===== src/rtl/mul_div_unit_if.sv =====
// Handshake/write-back bundle between the core and the iterative RV32M multiply/divide unit.
// The core drives the request side; the unit returns status and the register-file write port.
interface mul_div_unit_if #(
  parameter int XLEN = 32
);
  logic            start;
  logic [2:0]      funct3;
  logic [XLEN-1:0] op_a;
  logic [XLEN-1:0] op_b;
  logic [4:0]      rd_in;
  logic            busy;
  logic            done;
  logic            wb_enable;
  logic [4:0]      wb_addr;
  logic [XLEN-1:0] wb_data;

  modport master (
    output start, funct3, op_a, op_b, rd_in,
    input  busy, done, wb_enable, wb_addr, wb_data
  );

  modport slave (
    input  start, funct3, op_a, op_b, rd_in,
    output busy, done, wb_enable, wb_addr, wb_data
  );
endinterface


===== src/rtl/mul_div_unit.sv =====
// Iterative RV32M multiply/divide: one product/quotient bit per cycle on operand magnitudes,
// with sign fix-up and RISC-V special-case results applied in a final CALC cycle.
module mul_div_unit #(
  parameter int XLEN = 32
) (
  input  logic           clk,
  input  logic           reset,
  mul_div_unit_if.slave  bus
);

  localparam int              CNT_W = $clog2(XLEN + 1);
  localparam logic [CNT_W-1:0] LAST = CNT_W'(XLEN);

  typedef enum logic [1:0] {S_IDLE, S_CALC, S_DONE} state_e;

  state_e            state_q, state_d;
  logic [CNT_W-1:0]  cnt_q;
  logic [2:0]        f3_q;
  logic [4:0]        rd_q;
  logic [XLEN-1:0]   m_q;
  logic [2*XLEN-1:0] acc_q;
  logic              neg_q;
  logic              spc_q;
  logic [XLEN-1:0]   wb_data_q;

  // Operand decode at capture
  logic            is_div, a_sgn_op, b_sgn_op, a_neg, b_neg;
  logic            div0, ovf, spc, neg_d;
  logic [XLEN-1:0] a_mag, b_mag, spc_res;

  always_comb begin
    is_div   = bus.funct3[2];
    a_sgn_op = (bus.funct3 == 3'b001) || (bus.funct3 == 3'b010) ||
               (bus.funct3 == 3'b100) || (bus.funct3 == 3'b110);
    b_sgn_op = (bus.funct3 == 3'b001) || (bus.funct3 == 3'b100) || (bus.funct3 == 3'b110);
    a_neg    = a_sgn_op & bus.op_a[XLEN-1];
    b_neg    = b_sgn_op & bus.op_b[XLEN-1];
    a_mag    = a_neg ? -bus.op_a : bus.op_a;
    b_mag    = b_neg ? -bus.op_b : bus.op_b;
    div0     = is_div && (bus.op_b == '0);
    ovf      = is_div && !bus.funct3[0] && (bus.op_a == {1'b1, {(XLEN-1){1'b0}}}) &&
               (bus.op_b == '1);
    spc      = div0 || ovf;
    // Divide-by-zero: q=all-ones, r=dividend. Overflow: q=dividend (min int), r=0.
    if (div0) spc_res = bus.funct3[1] ? bus.op_a : '1;
    else      spc_res = bus.funct3[1] ? '0 : bus.op_a;
    // Remainder follows the dividend sign; quotient and products follow sign difference.
    neg_d    = (is_div && bus.funct3[1]) ? a_neg : (a_neg ^ b_neg);
  end

  // Iteration step and final fix-up
  logic [XLEN:0]     mul_sum, trial, diff;
  logic [2*XLEN-1:0] mul_next, div_next, prod;
  logic [XLEN-1:0]   quo, rem, mul_res, div_res, result;

  always_comb begin
    mul_sum  = {1'b0, acc_q[2*XLEN-1:XLEN]} + {1'b0, m_q};
    mul_next = acc_q[0] ? {mul_sum, acc_q[XLEN-1:1]} : {1'b0, acc_q[2*XLEN-1:1]};
    trial    = acc_q[2*XLEN-1:XLEN-1];
    diff     = trial - {1'b0, m_q};
    div_next = diff[XLEN] ? {trial[XLEN-1:0], acc_q[XLEN-2:0], 1'b0}
                          : {diff[XLEN-1:0],  acc_q[XLEN-2:0], 1'b1};
    prod     = neg_q ? -acc_q : acc_q;
    mul_res  = (f3_q[1:0] == 2'b00) ? prod[XLEN-1:0] : prod[2*XLEN-1:XLEN];
    quo      = acc_q[XLEN-1:0];
    rem      = acc_q[2*XLEN-1:XLEN];
    if (f3_q[1]) div_res = neg_q ? -rem : rem;
    else         div_res = neg_q ? -quo : quo;
    if (spc_q)        result = acc_q[XLEN-1:0];
    else if (f3_q[2]) result = div_res;
    else              result = mul_res;
  end

  always_ff @(posedge clk) begin
    if (reset) state_q <= S_IDLE;
    else       state_q <= state_d;
  end

  always_comb begin
    state_d = state_q;
    unique case (state_q)
      S_IDLE:  if (bus.start) state_d = S_CALC;
      S_CALC:  if (cnt_q == LAST) state_d = S_DONE;
      S_DONE:  state_d = S_IDLE;
      default: state_d = S_IDLE;
    endcase
  end

  always_comb begin
    bus.busy      = (state_q != S_IDLE);
    bus.done      = (state_q == S_DONE);
    bus.wb_enable = (state_q == S_DONE) && (rd_q != 5'd0);
    bus.wb_addr   = rd_q;
    bus.wb_data   = wb_data_q;
  end

  // Special cases preload the result and skip straight to the fix-up cycle.
  always_ff @(posedge clk) begin
    if (reset) begin
      cnt_q     <= '0;
      f3_q      <= '0;
      rd_q      <= '0;
      m_q       <= '0;
      acc_q     <= '0;
      neg_q     <= 1'b0;
      spc_q     <= 1'b0;
      wb_data_q <= '0;
    end else begin
      case (state_q)
        S_IDLE: if (bus.start) begin
          f3_q  <= bus.funct3;
          rd_q  <= bus.rd_in;
          neg_q <= neg_d;
          spc_q <= spc;
          cnt_q <= spc ? LAST : '0;
          m_q   <= is_div ? b_mag : a_mag;
          if (spc)         acc_q <= {{XLEN{1'b0}}, spc_res};
          else if (is_div) acc_q <= {{XLEN{1'b0}}, a_mag};
          else             acc_q <= {{XLEN{1'b0}}, b_mag};
        end
        S_CALC: begin
          if (cnt_q != LAST) begin
            acc_q <= f3_q[2] ? div_next : mul_next;
            cnt_q <= cnt_q + 1'b1;
          end else begin
            wb_data_q <= result;
          end
        end
        default: ;
      endcase
    end
  end

endmodule


===== src/flat_wrapper.sv =====
// flat-port wrapper written by rule: the top's interface ports become plain ports
module mul_div_unit_flat 
#(
  parameter int XLEN = 32
)
  (clk, reset, bus_start, bus_funct3, bus_op_a, bus_op_b, bus_rd_in, bus_busy, bus_done, bus_wb_enable, bus_wb_addr, bus_wb_data);
  mul_div_unit_if #(.XLEN(XLEN)) bus_i ();
  input  logic clk;
  input  logic reset;
  input wire logic [$bits(bus_i.start)-1:0] bus_start;
  input wire logic [$bits(bus_i.funct3)-1:0] bus_funct3;
  input wire logic [$bits(bus_i.op_a)-1:0] bus_op_a;
  input wire logic [$bits(bus_i.op_b)-1:0] bus_op_b;
  input wire logic [$bits(bus_i.rd_in)-1:0] bus_rd_in;
  output wire logic [$bits(bus_i.busy)-1:0] bus_busy;
  output wire logic [$bits(bus_i.done)-1:0] bus_done;
  output wire logic [$bits(bus_i.wb_enable)-1:0] bus_wb_enable;
  output wire logic [$bits(bus_i.wb_addr)-1:0] bus_wb_addr;
  output wire logic [$bits(bus_i.wb_data)-1:0] bus_wb_data;
  assign bus_i.start = bus_start;
  assign bus_i.funct3 = bus_funct3;
  assign bus_i.op_a = bus_op_a;
  assign bus_i.op_b = bus_op_b;
  assign bus_i.rd_in = bus_rd_in;
  assign bus_busy = bus_i.busy;
  assign bus_done = bus_i.done;
  assign bus_wb_enable = bus_i.wb_enable;
  assign bus_wb_addr = bus_i.wb_addr;
  assign bus_wb_data = bus_i.wb_data;
  mul_div_unit #(.XLEN(XLEN)) u_core (.clk(clk), .reset(reset), .bus(bus_i));
endmodule

===== config.mk =====
export PLATFORM = sky130hd
export DESIGN_NAME = mul_div_unit_flat
export DESIGN_NICKNAME = d
export VERILOG_FILES = /design/src/rtl/mul_div_unit_if.sv /design/src/rtl/mul_div_unit.sv /design/src/flat_wrapper.sv
export SDC_FILE = /design/constraint.sdc
export NUM_CORES = 1
export LEC_CHECK = 0
export BUFFER_PORTS_ARGS = -buffer_cell sky130_fd_sc_hd__buf_4
export CAP_MARGIN = 20
export CORE_MARGIN = 2
export CORE_UTILIZATION = 60
export DETAILED_ROUTE_END_ITERATION = 12
export PLACE_DENSITY = 0.85
export SLEW_MARGIN = 20
export SYNTH_ARGS = -nofsm -noshare
export SYNTH_HDL_FRONTEND = slang
export SYNTH_SLANG_ARGS = --single-unit
export TNS_END_PERCENT = 100

===== constraint.sdc =====
create_clock -name clk -period 10.37 [get_ports clk]
set_clock_uncertainty 0.05 [all_clocks]
set_input_delay 1.5555 -clock clk [delete_from_list [all_inputs] [get_ports clk]]
set_output_delay 1.5555 -clock clk [all_outputs]
set_load 0.1 [all_outputs]

-- Yosys cells after proc, flatten, opt, wreduce, memory -nomap -nowiden
Index checks and enable logic that the tools add are counted.
- input port bits: 75
- logic and storage cells: 86
- output and inout bits: 40
- bits in registers: 146
- add/sub/neg operators: 8
- bitwise operators: 4
- mux-type cells: 29
- reductions and logical operators: 23
- equality and inequality tests: 13
- operators with widths (cell ; count):
    $mux W64 ; 7
    $mux W32 ; 13
    $neg A32 Y32 ; 4
    $pmux W64 S2 ; 1
    $eq A32 B32 Y1 const B ; 2
    $neg A64 Y64 ; 1
    $add A32 B32 Y33 ; 1
    $sub A33 B32 Y33 ; 1
    $logic_not A32 Y1 ; 1
    $mux W6 ; 3
    $pmux W6 S2 ; 1
    $add A6 B1 Y6 const B ; 1
    $eq A3 B3 Y1 const B ; 2
    $eq A6 B6 Y1 const B ; 1
    $logic_and A1 B1 Y1 ; 6
    $logic_or A1 B1 Y1 ; 6
    $ne A6 B6 Y1 const B ; 1
    $reduce_and A2 Y1 ; 3
    $reduce_bool A5 Y1 ; 1
    $logic_not A2 Y1 ; 2
    $mux W2 ; 2
    $ne A2 B1 Y1 const B ; 2
    $pmux W2 S2 ; 1
    $reduce_bool A2 Y1 ; 2
    other kinds (11) ; 12

-- Depth between registers and ports, before layout
- word-level depth: 10
- mapped depth: 15
- gate-level depth less buffers: 13

-- Worst setup path after synthesis
OpenSTA, ideal clock, no wires.
- path type: input to register
- start point: input port bus_op_b[24]
- end point: register u_core.acc_q[22]
- library setup time: 0.065 ns
- data required time: 10.255 ns
- path buffers: 3
- data arrival time: 4.151 ns
- slack: 6.104 ns
- cell stages on the path: 12
- cells stage by stage: or4_1 > or3_1 > or3_1 > nor2_1 > and3_1 > clkbuf_1 > clkbuf_1 > clkbuf_1 > o21ai_0 > nand3_1 > a22oi_1 > nor2_1
- longest elaborated chain between the ends: 6
- RTL lines (what ; RTL line ; RTL):
    start, declared ; flat_wrapper.sv:13 ; input wire logic [$bits(bus_i.op_b)-1:0] bus_op_b;
    $logic_not A32 Y1 / $eq A32 B32 Y1 (equally long branches) ; mul_div_unit.sv:40, mul_div_unit.sv:42 ;
    $logic_and A1 B1 Y1, on equally long branches ; mul_div_unit.sv:40, mul_div_unit.sv:41 ;
    $mux W32 / $logic_or A1 B1 Y1 (equally long branches) ; mul_div_unit.sv:45, mul_div_unit.sv:43 ;
    $mux W64 (*) ; mul_div_unit.sv:117 ; if (spc) acc_q <= {{XLEN{1'b0}}, spc_res};
    $mux W64 (*) ; mul_div_unit.sv:110 ; S_IDLE: if (bus.start) begin
    $pmux W64 S2 (*) ; mul_div_unit.sv:109 ; case (state_q)
    end signal, assigned ; mul_div_unit.sv:117 ;
    end signal, assigned ; mul_div_unit.sv:118 ; else if (is_div) acc_q <= {{XLEN{1'b0}}, a_mag};
    end signal, assigned ; mul_div_unit.sv:119 ; else acc_q <= {{XLEN{1'b0}}, b_mag};
    end, declared ; mul_div_unit.sv:21 ; logic [2*XLEN-1:0] acc_q;
Every way passes the cells marked *; elsewhere a longest branch is shown, timed or not. The select of a mux whose other input is x is not followed.
A chain may end at the register's enable or synchronous reset.

-- Worst setup path after layout
- start point: register u_core.acc_q[11]
- end point: register u_core.wb_data_q[16], in the netlist u_core.bus.wb_data[16]
- longest elaborated chain between the ends: 5
- RTL lines (what ; RTL line ; RTL):
    $neg A64 Y64 / $neg A32 Y32 (equally long branches) ; mul_div_unit.sv:63, mul_div_unit.sv:68 ;
    $mux W64 / $mux W32 (equally long branches) ; mul_div_unit.sv:63, mul_div_unit.sv:68 ;
    $mux W32, on equally long branches ; mul_div_unit.sv:64, mul_div_unit.sv:67 ;
    $mux W32 (*) ; mul_div_unit.sv:70 ; else if (f3_q[2]) result = div_res;
    $mux W32 (*) ; mul_div_unit.sv:69 ; if (spc_q) result = acc_q[XLEN-1:0];
    end signal, assigned ; mul_div_unit.sv:126 ; wb_data_q <= result;
    end, declared ; mul_div_unit.sv:24 ; logic [XLEN-1:0] wb_data_q;
Every way passes the cells marked *; elsewhere a longest branch is shown, timed or not.

==> impl_metrics.py <==
metrics = {
    "status": {
        "outcome": "complete, no violations",
    },
    "drt": {
        "wl_met3_um": 7350,
        "vias": 17850,
        "dr_wl_met2_um": 25500,
        "drt_pass1_iterations": 10,
        "post_drt_wl_per_cell_um": 23.7,
        "drtIter0Drc": 2309,
        "drc": 0,
        "avgViaCountPerCell": 6.97,
        "wirelength_um": 60800,
        "final_antenna_net_count": 0,
        "top_layer_used": "met4",
        "wl_met1_um": 23400,
    },
    "clocking": {
        "clk_pin_slew_ns": 0.08,
        "clock_latency_ns": 0.45,
        "cts_buffer_depth": 2,
        "cts_tree": "built",
        "post_cts_buffers": 0,
        "cts_inserted_buffers": 17,
        "clock-root-buffer": "clkbuf_16",
        "cts.htree.levels": 4,
        "cts_hold_buf": 0,
        "cts_resized": 0,
        "cts_sinks": 146,
    },
    "yosys": {
        "syn-mean-instance-area_um2": 6.94,
        "synth_xor_area_share_pct": 10.3,
        "yosysWarningCount": 0,
        "synthMuxAreaShare_pct": 4.75,
        "synth_area_um2": 15500,
        "synth-main-ff-cell": "dfxtp_1",
        "syn_inst": 2237,
        "async_reset_ff_share_pct": 0,
        "synth-edff-count": 0,
        "synthAdderAreaFrac_pct": 5.98,
        "ys_types": 78,
        "syn_nets": 2385,
        "yosys.area_share.simple_pct": 22.8,
        "synth-seq-area-share_pct": 18.8,
        "synth_top_family_by_area": "compound AO/OA/AOI/OAI gates",
        "ys_ff_latch": 146,
        "synth_compound_area_share_pct": 31.2,
    },
    "hold_path": {
        "hp-start": "u_core.bus.wb_data[1]",
        "hold_class": "flop to flop",
    },
    "global_routing": {
        "grt_pass1_wl_um": 92600,
        "overflow": 0,
        "antenna_found_initial": 0,
        "grt_use_total_pct": 44.4,
        "first_global_vias": 16160,
        "grt_max_degree": 93,
    },
    "power": {
        "combPwrFrac_pct": 38.9,
        "p_sw_mw": 0.938,
        "p_int_mw": 1.27,
        "pwr_density_cell_nw_per_um2": 130,
        "irDropWorstVdd_mv": 0.0947,
        "leakage_nw": 6.70,
        "power_frac_clock_pct": 30.5,
        "seqPwrFrac_pct": 30.6,
        "p_sw_share_pct": 42.5,
    },
    "critical_path": {
        "critPathLaunchType": "flop",
        "critPathMaxFanout": 13,
        "critPathRequiredTime_ns": 10.68,
        "criticalPathCategory": "flop to flop",
        "rrSetupSlack_ns": 5.54,
        "end_kind": "flop",
        "critPathArrivalTime_ns": 5.14,
        "r2r-start": "u_core.acc_q[11]",
        "crit_start": "u_core.acc_q[11]",
    },
    "timing": {
        "max_freq_ghz": 0.207,
        "worst_pin_slew_ns": 1.08,
        "hold_ws_ns": 0.407,
        "finalCritPeriodShare_pct": 46.6,
        "hold_viol": 0,
        "rsz0062_at_grt": "false",
        "setup_violations": 0,
        "setup_tns_ns": 0,
        "slew_viol_final": 0,
        "period_minus_slack_ns": 4.83,
        "slew_headroom_pct": 27.8,
    },
    "cells_and_area": {
        "layout.nets": 2365,
        "syn2layout_area_growth_pct": 9.31,
        "drive_gt1_share_pct": 9.82,
    },
    "floorplanning": {
        "core_um2": 25300,
        "rows": 58,
        "die_h_um": 165,
        "die-area_um2": 27200,
        "die_w_um": 165,
        "initial_core_util_pct": 61.3,
        "io_pins": 115,
    },
    "placed_design": {
        "portBuffers": 114,
        "dpl.hpwl_um": 45300,
        "gp_congestion": 1.02,
    },
    "job": {
        "max_cap_viol_count": 0,
    },
}
==> flip-flops by register name, indices dropped and copies added, names as in the netlist <==
name                count
u_core.bus.wb_addr      5
u_core.state_q          2
u_core.m_q             32
u_core.spc_q            1
u_core.cnt_q            6
u_core.bus.wb_data     32
u_core.f3_q             3
u_core.acc_q           64
u_core.neg_q            1
==> critical path, cell delays in order (launching register included) <==
cell and delay, ns:
dfxtp_1 0.49, or4_4 0.63, or4_4 0.47, nor4_1 0.24, nor4b_2 0.51, nand3_1 0.74
o21ai_0 0.44, xor2_1 0.13, a2111oi_0 0.76, a211oi_1 0.10, nor3_1 0.19
==> logic make-up (layout without fill, tap and decap cells) <==
logic type,count (synthesis),in the layout
XOR/XNOR,183,183
AO/OA/AOI/OAI,760,760
multiplexers,71,71
flip-flops,146,146
adder cells (fa/ha/maj),73,73
buffers and inverters,254,247
AND/OR/NAND/NOR,750,750
other,0,1
==> through the flow <==
step,worst slack (ns),cells,utilization [%],area [µm²],total power [mW]
final,5.54,2561,67.0,17000,2.21
after global routing,5.35,2560,67.0,17000,2.29
after CTS,5.88,2560,67.0,17000,2.17
after detailed placement,5.44,2528,64.6,16400,1.50
after global placement,5.45,2528,64.6,16400,1.49
after floorplan,6.10,2237,-,15500,1.24
==> cell type report <==
type / instances / area (µm²)
Multi-Input combinational cell: 1837 / 11700
Timing Repair Buffer: 143 / 1070
Sequential cell: 146 / 2930
Antenna cell: 1 / 2.50
Inverter: 72 / 270
Clock inverter: 15 / 190
Tap cell: 330 / 413
Clock buffer: 17 / 425
Fill cell: 2270 / 8350
==> path summary, 6_finish.rpt <==
| kind | cells after the start | endpoint |
|---|---|---|
| min reg2reg | 2 | u_core.bus.wb_data[1] |
| min | 2 | u_core.bus.wb_data[1] |
| max reg2reg | 10 | u_core.bus.wb_data[16] |
| max | 10 | u_core.bus.wb_data[16] |
==> power by group through the flow <==
stage               Sequential (mW)  Clock [mW]  Combinational, mW
finish                        0.675       0.675              0.860
global route                  0.675       0.692              0.927
CTS                           0.667       0.672              0.830
detailed placement            0.680           0              0.824
global placement              0.678           0              0.812
floorplan                     0.637           0              0.608
==> cells in the mapped netlist (17+ instances only) <==
| master | n | area share [%] |
|---|---|---|
| mux2i_1 | 59 | 3.8 |
| a21o_1 | 30 | 1.5 |
| o21ai_0 | 186 | 6.0 |
| a22o_1 | 19 | 1.1 |
| or3_1 | 38 | 1.5 |
| nand2_1 | 236 | 5.7 |
| a21oi_1 | 213 | 6.9 |
| inv_1 | 72 | 1.7 |
| a211oi_1 | 49 | 2.4 |
| nand3_1 | 40 | 1.3 |
| xnor2_1 | 98 | 5.5 |
| nand2b_1 | 21 | 0.85 |
| nand4_1 | 29 | 1.2 |
| ha_1 | 71 | 5.7 |
| a31oi_1 | 29 | 1.2 |
| or4_1 | 18 | 0.87 |
| nor4_1 | 18 | 0.73 |
| o21a_1 | 17 | 0.82 |
| nor2_1 | 212 | 5.1 |
| nor2b_1 | 17 | 0.68 |
| o31ai_1 | 43 | 2.1 |
| clkbuf_1 | 166 | 4.0 |
| o211ai_1 | 26 | 1.3 |
| xor2_1 | 85 | 4.8 |
| nor3_1 | 67 | 2.2 |
| dfxtp_1 | 146 | 19 |
==> cells in the final DEF (no fill, tap or decap), drive strengths merged, types with 8 or more instances in the layout <==
cell type  Yosys  layout
nand2        237     237
a21oi        213     213
nor2         212     212
o21ai        190     190
dfxtp        146     146
buf           16     143
xnor2         98      98
xor2          85      85
inv           72      81
ha            71      71
nor3          67      67
mux2i         59      59
a211oi        49      49
o31ai         43      43
nand3         40      40
or3           40      40
a21o          30      30
nand4         29      29
a31oi         29      29
o211ai        26      26
nand2b        21      21
or4           21      21
a22o          19      19
nor4          18      18
o21a          17      17
clkbuf       166      17
nor2b         17      17
o41ai         15      15
and3          15      15
o22ai         15      15
o221ai        14      14
mux2          11      11
a221oi        10      10
a2111oi       10      10
or2            8       8
o311ai         8       8
o21bai         8       8
==> per-layer routing <==
layer	vias to the layer above	GRT usage, %
met5	-	0
met4	0	27.9
met3	272	11.5
met2	1194	66.5
met1	8228	56.7
li1	8156	-
(Power assumes the default switching activity.)
